### src/rtl/stdp_pkg.sv
// Shared types and helpers for the STDP learning engine.
package stdp_pkg;

  typedef enum logic [1:0] {
    ST_IDLE = 2'd0,
    ST_SCAN = 2'd1,
    ST_CALC = 2'd2,
    ST_EMIT = 2'd3
  } state_t;

  localparam logic KIND_LTP = 1'b0;
  localparam logic KIND_LTD = 1'b1;

  function automatic int unsigned clog2(input int unsigned n);
    int unsigned r;
    r = 0;
    for (int unsigned v = n - 1; v > 0; v = v >> 1) r++;
    return r;
  endfunction

  // Unsigned add clamped to the largest w-bit value.
  function automatic logic [31:0] sat_add(input logic [31:0] a, input logic [31:0] b,
                                          input int unsigned w);
    logic [32:0] s;
    logic [32:0] max;
    max = (33'd1 << w) - 33'd1;
    s   = {1'b0, a} + {1'b0, b};
    return (s > max) ? max[31:0] : s[31:0];
  endfunction

  function automatic logic [31:0] sat_sub(input logic [31:0] a, input logic [31:0] b);
    return (b > a) ? 32'd0 : a - b;
  endfunction

endpackage

### src/rtl/stdp_rr_arbiter.sv
// Round-robin pick of the lowest pending index at or after rr_ptr, wrapping.
module stdp_rr_arbiter
  import stdp_pkg::*;
#(
  parameter int unsigned N_PRE = 8,
  localparam int unsigned AW = clog2(N_PRE)
) (
  input  logic [N_PRE-1:0] pend,
  input  logic [AW-1:0]    rr_ptr,
  output logic [AW-1:0]    idx,
  output logic             found
);

  // Walk from the far end down so the nearest candidate is assigned last.
  always_comb begin
    logic [AW-1:0] j;
    idx   = '0;
    found = 1'b0;
    j     = '0;
    for (int k = N_PRE - 1; k >= 0; k--) begin
      j = rr_ptr + AW'(k);
      if (pend[j]) begin
        idx   = j;
        found = 1'b1;
      end
    end
  end

endmodule

### src/rtl/stdp_engine.sv
// STDP engine: spike time-stamping, per-synapse event slots, and a
// round-robin sequencer that applies saturating weight updates.
module stdp_engine
  import stdp_pkg::*;
#(
  parameter int unsigned N_PRE     = 8,
  parameter int unsigned WW        = 8,
  parameter int unsigned TW        = 8,
  parameter int unsigned TAU_SHIFT = 2,
  parameter int unsigned W_INIT    = 64,
  localparam int unsigned AW = clog2(N_PRE)
) (
  input  logic             clk,
  input  logic             rst,
  input  logic             enable,
  input  logic             tick,
  input  logic [N_PRE-1:0] pre_spike,
  input  logic             post_spike,
  input  logic [WW-1:0]    ltp_rate,
  input  logic [WW-1:0]    ltd_rate,
  input  logic [TW-1:0]    time_window,
  input  logic [AW-1:0]    rd_addr,
  output logic [WW-1:0]    rd_data,
  input  logic             host_wr_en,
  input  logic [AW-1:0]    host_addr,
  input  logic [WW-1:0]    host_data,
  output logic             upd_valid,
  input  logic             upd_ready,
  output logic [AW-1:0]    upd_addr,
  output logic [WW:0]      upd_delta,
  output logic             upd_ltd,
  output logic [31:0]      ltp_count,
  output logic [31:0]      ltd_count,
  output logic [31:0]      drop_count
);

  logic [TW-1:0]    now;
  logic [TW-1:0]    last_pre [N_PRE];
  logic [TW-1:0]    last_post;
  logic [N_PRE-1:0] pre_seen;
  logic             post_seen;
  logic [N_PRE-1:0] pend;
  logic [N_PRE-1:0] kind;
  logic [TW-1:0]    dtq [N_PRE];
  logic [WW-1:0]    weights [N_PRE];
  state_t           state;
  logic [AW-1:0]    rr_ptr;
  logic [AW-1:0]    cur_idx;
  logic             cur_kind;
  logic [TW-1:0]    cur_dt;
  logic [WW-1:0]    new_w;

  logic [AW-1:0]    arb_idx;
  logic             arb_found;

  stdp_rr_arbiter #(.N_PRE(N_PRE)) u_arb (
    .pend   (pend),
    .rr_ptr (rr_ptr),
    .idx    (arb_idx),
    .found  (arb_found)
  );

  assign rd_data = weights[rd_addr];

  // Event detection; pre and post in the same cycle is LTP at dt=0 only.
  logic [N_PRE-1:0] ev, ev_kind, drop_vec;
  logic [TW-1:0]    ev_dt [N_PRE];
  logic [TW-1:0]    dt_post, dt_pre;
  logic             scan_clr;
  logic [31:0]      drop_n;
  always_comb begin
    ev       = '0;
    ev_kind  = '0;
    drop_vec = '0;
    drop_n   = '0;
    dt_pre   = '0;
    dt_post  = now - last_post;
    scan_clr = (state == ST_SCAN) && arb_found;
    for (int i = 0; i < N_PRE; i++) begin
      ev_dt[i] = '0;
      dt_pre   = now - last_pre[i];
      if (enable && post_spike && (pre_spike[i] || (pre_seen[i] && dt_pre <= time_window))) begin
        ev[i]    = 1'b1;
        ev_dt[i] = pre_spike[i] ? '0 : dt_pre;
      end else if (enable && pre_spike[i] && post_seen && !post_spike && dt_post <= time_window) begin
        ev[i]      = 1'b1;
        ev_kind[i] = KIND_LTD;
        ev_dt[i]   = dt_post;
      end
      drop_vec[i] = ev[i] && pend[i] && !(scan_clr && arb_idx == AW'(i));
      drop_n      = drop_n + 32'(drop_vec[i]);
    end
  end

  // Exponential decay approximated by a right shift of the rate.
  logic [TW-1:0] shamt;
  logic [WW-1:0] rate, mag, w_cur, calc_w;
  logic [WW:0]   calc_delta;
  always_comb begin
    shamt      = cur_dt >> TAU_SHIFT;
    rate       = (cur_kind == KIND_LTD) ? ltd_rate : ltp_rate;
    mag        = (shamt >= TW'(WW)) ? '0 : rate >> shamt;
    w_cur      = weights[cur_idx];
    calc_w     = (cur_kind == KIND_LTD) ? WW'(sat_sub(32'(w_cur), 32'(mag)))
                                        : WW'(sat_add(32'(w_cur), 32'(mag), WW));
    calc_delta = {1'b0, calc_w} - {1'b0, w_cur};
  end

  always_ff @(posedge clk or posedge rst) begin
    if (rst) begin
      now        <= '0;
      last_post  <= '0;
      post_seen  <= 1'b0;
      pre_seen   <= '0;
      pend       <= '0;
      kind       <= '0;
      state      <= ST_IDLE;
      rr_ptr     <= '0;
      cur_idx    <= '0;
      cur_kind   <= KIND_LTP;
      cur_dt     <= '0;
      new_w      <= '0;
      upd_valid  <= 1'b0;
      upd_addr   <= '0;
      upd_delta  <= '0;
      upd_ltd    <= 1'b0;
      ltp_count  <= '0;
      ltd_count  <= '0;
      drop_count <= '0;
      for (int i = 0; i < N_PRE; i++) begin
        last_pre[i] <= '0;
        dtq[i]      <= '0;
        weights[i]  <= WW'(W_INIT);
      end
    end else begin
      if (tick) now <= now + TW'(1);
      if (enable) begin
        for (int i = 0; i < N_PRE; i++) begin
          if (pre_spike[i]) begin
            last_pre[i] <= now;
            pre_seen[i] <= 1'b1;
          end
        end
        if (post_spike) begin
          last_post <= now;
          post_seen <= 1'b1;
        end
      end

      // A fresh event takes the slot even in the cycle it is being issued.
      if (scan_clr) pend[arb_idx] <= 1'b0;
      for (int i = 0; i < N_PRE; i++) begin
        if (ev[i]) begin
          pend[i] <= 1'b1;
          kind[i] <= ev_kind[i];
          dtq[i]  <= ev_dt[i];
        end
      end
      drop_count <= drop_count + drop_n;

      case (state)
        ST_IDLE: if (|pend) state <= ST_SCAN;
        ST_SCAN: begin
          if (arb_found) begin
            cur_idx  <= arb_idx;
            cur_kind <= kind[arb_idx];
            cur_dt   <= dtq[arb_idx];
            state    <= ST_CALC;
          end else begin
            state <= ST_IDLE;
          end
        end
        ST_CALC: begin
          new_w     <= calc_w;
          upd_addr  <= cur_idx;
          upd_delta <= calc_delta;
          upd_ltd   <= cur_kind;
          upd_valid <= 1'b1;
          state     <= ST_EMIT;
        end
        ST_EMIT: begin
          if (upd_ready) begin
            upd_valid        <= 1'b0;
            weights[cur_idx] <= new_w;
            if (cur_kind == KIND_LTD) ltd_count <= ltd_count + 32'd1;
            else                      ltp_count <= ltp_count + 32'd1;
            rr_ptr <= cur_idx + AW'(1);
            state  <= (|pend) ? ST_SCAN : ST_IDLE;
          end
        end
        default: state <= ST_IDLE;
      endcase

      // Host write is applied last so it overrides an engine commit.
      if (host_wr_en) weights[host_addr] <= host_data;
    end
  end

endmodule

### config.mk
export PLATFORM = sky130hd
export DESIGN_NAME = stdp_engine
export DESIGN_NICKNAME = d
export VERILOG_FILES = /design/src/rtl/stdp_pkg.sv /design/src/rtl/stdp_rr_arbiter.sv /design/src/rtl/stdp_engine.sv
export SDC_FILE = /design/constraint.sdc
export NUM_CORES = 1
export LEC_CHECK = 0
export CAP_MARGIN = 20
export CORE_MARGIN = 3
export CORE_UTILIZATION = 69
export CTS_CLUSTER_DIAMETER = 60
export DETAILED_ROUTE_END_ITERATION = 12
export DONT_BUFFER_PORTS = 1
export GPL_ROUTABILITY_DRIVEN = 0
export PLACE_DENSITY = 0.82
export SKIP_LAST_GASP = 1
export SYNTH_ARGS = -nofsm -noshare
export SYNTH_HDL_FRONTEND = slang
export SYNTH_SLANG_ARGS = --single-unit
### constraint.sdc
create_clock -name clk -period 28.9 [get_ports clk]
set_clock_uncertainty 0.15 [all_clocks]
set_input_delay 4.335 -clock clk [delete_from_list [all_inputs] [get_ports clk]]
set_output_delay 4.335 -clock clk [all_outputs]
set_load 0.005 [all_outputs]
==> run metrics <==
outcome completed; wire per inst 21.30 microns; Final Max Tran Viols 0; min-delay src pre_seen[5]; Initial Util 70.77%; CTS tree yes; synth warn 0; Post-synth ARST share 100.0%; # hold bufs at CTS 0; DR vias 17660; Synth area leader dfrtp_1; post-cts resize count 0; final count of negative-setup-slack endpoints 0; maxcap violations 0; postcts setup bufs 0; power per cell area 141.4 nW/um^2; worst-path fanout max 13; Worst setup SP type primary input; final hold violation count 0; Synth cell types 75; largest family of logic cells by synthesized area simple AND/OR/NAND/NOR gates; FILL cells 2163; Via density 6.517; Post-synth EDFFs 0; first-pass GRT wire length 93.58 mm; synthesized flop and latch total 350; worst slew pin tran 1.199 ns; Critical Path RT 29.21 ns; initial antenna violation count 0; leak pwr 11.04 nW; Worst R2R Path Depth 30; Detailed Route WL 57.73 mm; Final Power 0.003437 W; fraction of layout cells with a size suffix above 1 10.29%; fin nets 2485; compound-gate portion of the synthesized area 13.39%; multiplexer share of the synthesized area 12.60%; Global Route Usage Sum 32.74%; CTS Buf Count 40; Mean Syn Cell Area 9.961 sq um; deepest level of the CTS H-tree 2; Hold Path Cell Cnt 1; largest net degree at the start of global routing 82; die width 187.1 microns; GRT overflow 0; Rows 65; hpwl dp 40.63 mm; Pre-antenna DRT Iters 6; num ports 171; CP Capture Type flip-flop; Die Footprint 34990 sq um; sequential fraction of the synthesis area 38.76%; Synth Area in Adders 10.96%; fin crit share 34.91%; Slew HR 19.79%; Clock Path Buffers 3; CTS Sinks 350; Fmax achieved 99.11 MHz; leading post-synthesis cells by cell area dfrtp_1 38%, ha_1 9.5%, mux2i_1 4.9%; Area Overhead vs Synth 7.484%; clock slew at reported path FFs 0.06 ns; minimum clock period 10.09 ns; Core Region 31960 sq um; IO buf count 0; post-synthesis net count 2512; Post-Synth Simple-Gate Area 13.81%; vias in the first global route 17760; top-area cell type share of the netlist area 37.83%; antenna violation net count after detailed routing 0; Peak VDD IR 0.1105 mV; synthesized area 22620 sq um; RSZ-0062 raised after global routing no; RR Startpoint now[1]; height of the die 187.1 microns; Detailed Route Iter0 Violations 1552; Cells after Synth 2271; Ant. Diodes 0; Most used DFF post-synth dfrtp_1; root cell of the clock tree clkbuf_16; CP Class in2reg; most common cell in the synthesized netlist dfrtp_1; # DRC 0; Hold Crit Class reg2reg; Synth Area in XOR/XNOR 6.046%; Setup TNS Final 0 ns; Clock Latency Late Sink 0.55 ns; critical path launch point time_window[1]; most frequent cells after synthesis 342 x dfrtp_1, 192 x nand2_1, 171 x ha_1; CP arrival 10.40 ns
==> stage by stage <==
step / worst slack, ns / cells / utilization (%) / area [sq um] / hold slack, ns
floorplan: 14.72 / 2271 / - / 22620 / 0.2774
global placement: 18.52 / 2634 / 71.74 / 22930 / 0.2933
detailed placement: 18.38 / 2635 / 71.78 / 22940 / 0.3017
CTS: 18.95 / 2708 / 75.90 / 24260 / 0.3178
global route: 18.54 / 2710 / 76.07 / 24310 / 0.3332
finish: 18.81 / 2710 / 76.07 / 24310 / 0.3185
==> flip-flops by register name, summed over array words and instances (netlist names), 9 cells and up, named ones only <==
name	cells
ltp_count	32
weights	64
dtq	48
ltd_count	32
upd_delta	9
last_pre	64
drop_count	32
==> final cells by class <==
type / instances / area (sq um) / area share [%]
Timing Repair Buffer: 27 / 246.5 / 1.014
Sequential cell: 350 / 8768 / 36.06
Clock inverter: 13 / 150.1 / 0.6175
Inverter: 154 / 585.6 / 2.408
Multi-Input combinational cell: 1671 / 12850 / 52.86
Clock buffer: 60 / 1167 / 4.801
Tap cell: 435 / 544.3 / 2.239
==> routing by layer <==
layer  GRT usage, %  part of all wire, %
met5              0                    0
met4          14.10                  4.4
met3          5.735                  7.9
met2          55.78                   49
met1          41.34                   39
==> logic make-up (layout without fill, tap and decap cells) <==
| family | Yosys count | after routing |
|---|---|---|
| flops | 350 | 350 |
| compound gates | 458 | 458 |
| buf+inv | 250 | 254 |
| mux | 228 | 228 |
| fa+ha+maj | 188 | 188 |
| xor+xnor | 154 | 154 |
| simple gates | 643 | 643 |
==> where the power goes <==
part,internal [W],switching [W]
Clock,0.000306,0.000201
Sequential,0.000657,0.000167
Combinational,0.000898,0.00121
Total,0.00186,0.00158
==> path summary, 6_finish.rpt <==
| path | end | slack [ns] |
|---|---|---|
| max in group asynchronous | drop_count[27] | 23.09 |
| setup / recovery | drop_count[26] | 18.81 |
| hold / removal | pre_seen[5] | 0.32 |
| hold reg to reg | pre_seen[5] | 0.32 |
| setup reg to reg | drop_count[26] | 19.87 |
| min in group asynchronous | last_pre[20] | 3.52 |
==> placed cells by master, fill, tap and decap left out, types with 8 or more instances in the layout <==
cell type,instances
o31ai_1,10
and3_1,20
mux2i_1,111
a21boi_0,13
nand4_1,34
clkbuf_16,41
o21bai_1,10
mux2_2,75
a221o_1,53
nor3b_1,20
ha_1,171
clkbuf_1,12
a21o_1,32
dfrtp_1,342
a211oi_1,13
and2_1,31
buf_4,24
nor3_1,18
nor2_1,161
mux4_2,37
nand2b_1,36
o21a_1,23
nand3_1,56
nor2b_1,37
a21oi_1,110
xnor2_1,103
dfstp_2,8
o21ai_1,8
o21ai_0,133
fa_1,17
nand2_1,192
xor2_1,50
inv_1,147
==> critical path, stage by stage <==
cell	delay [ns]
inv_1	0.37
ha_1	0.34
nor2b_1	0.13
o21a_1	0.18
o21ai_1	0.13
a21oi_1	0.08
o22a_1	0.22
or3b_1	0.61
o21a_1	0.41
nor2_1	0.20
fa_1	0.44
inv_1	0.10
fa_1	0.40
inv_1	0.09
fa_1	0.41
fa_1	0.47
fa_1	0.41
a21oi_1	0.17
nor2_1	0.05
nor2_1	0.35
nor4_1	0.21
nand3_1	0.15
xnor2_1	0.12
(Power assumes the default switching activity.)
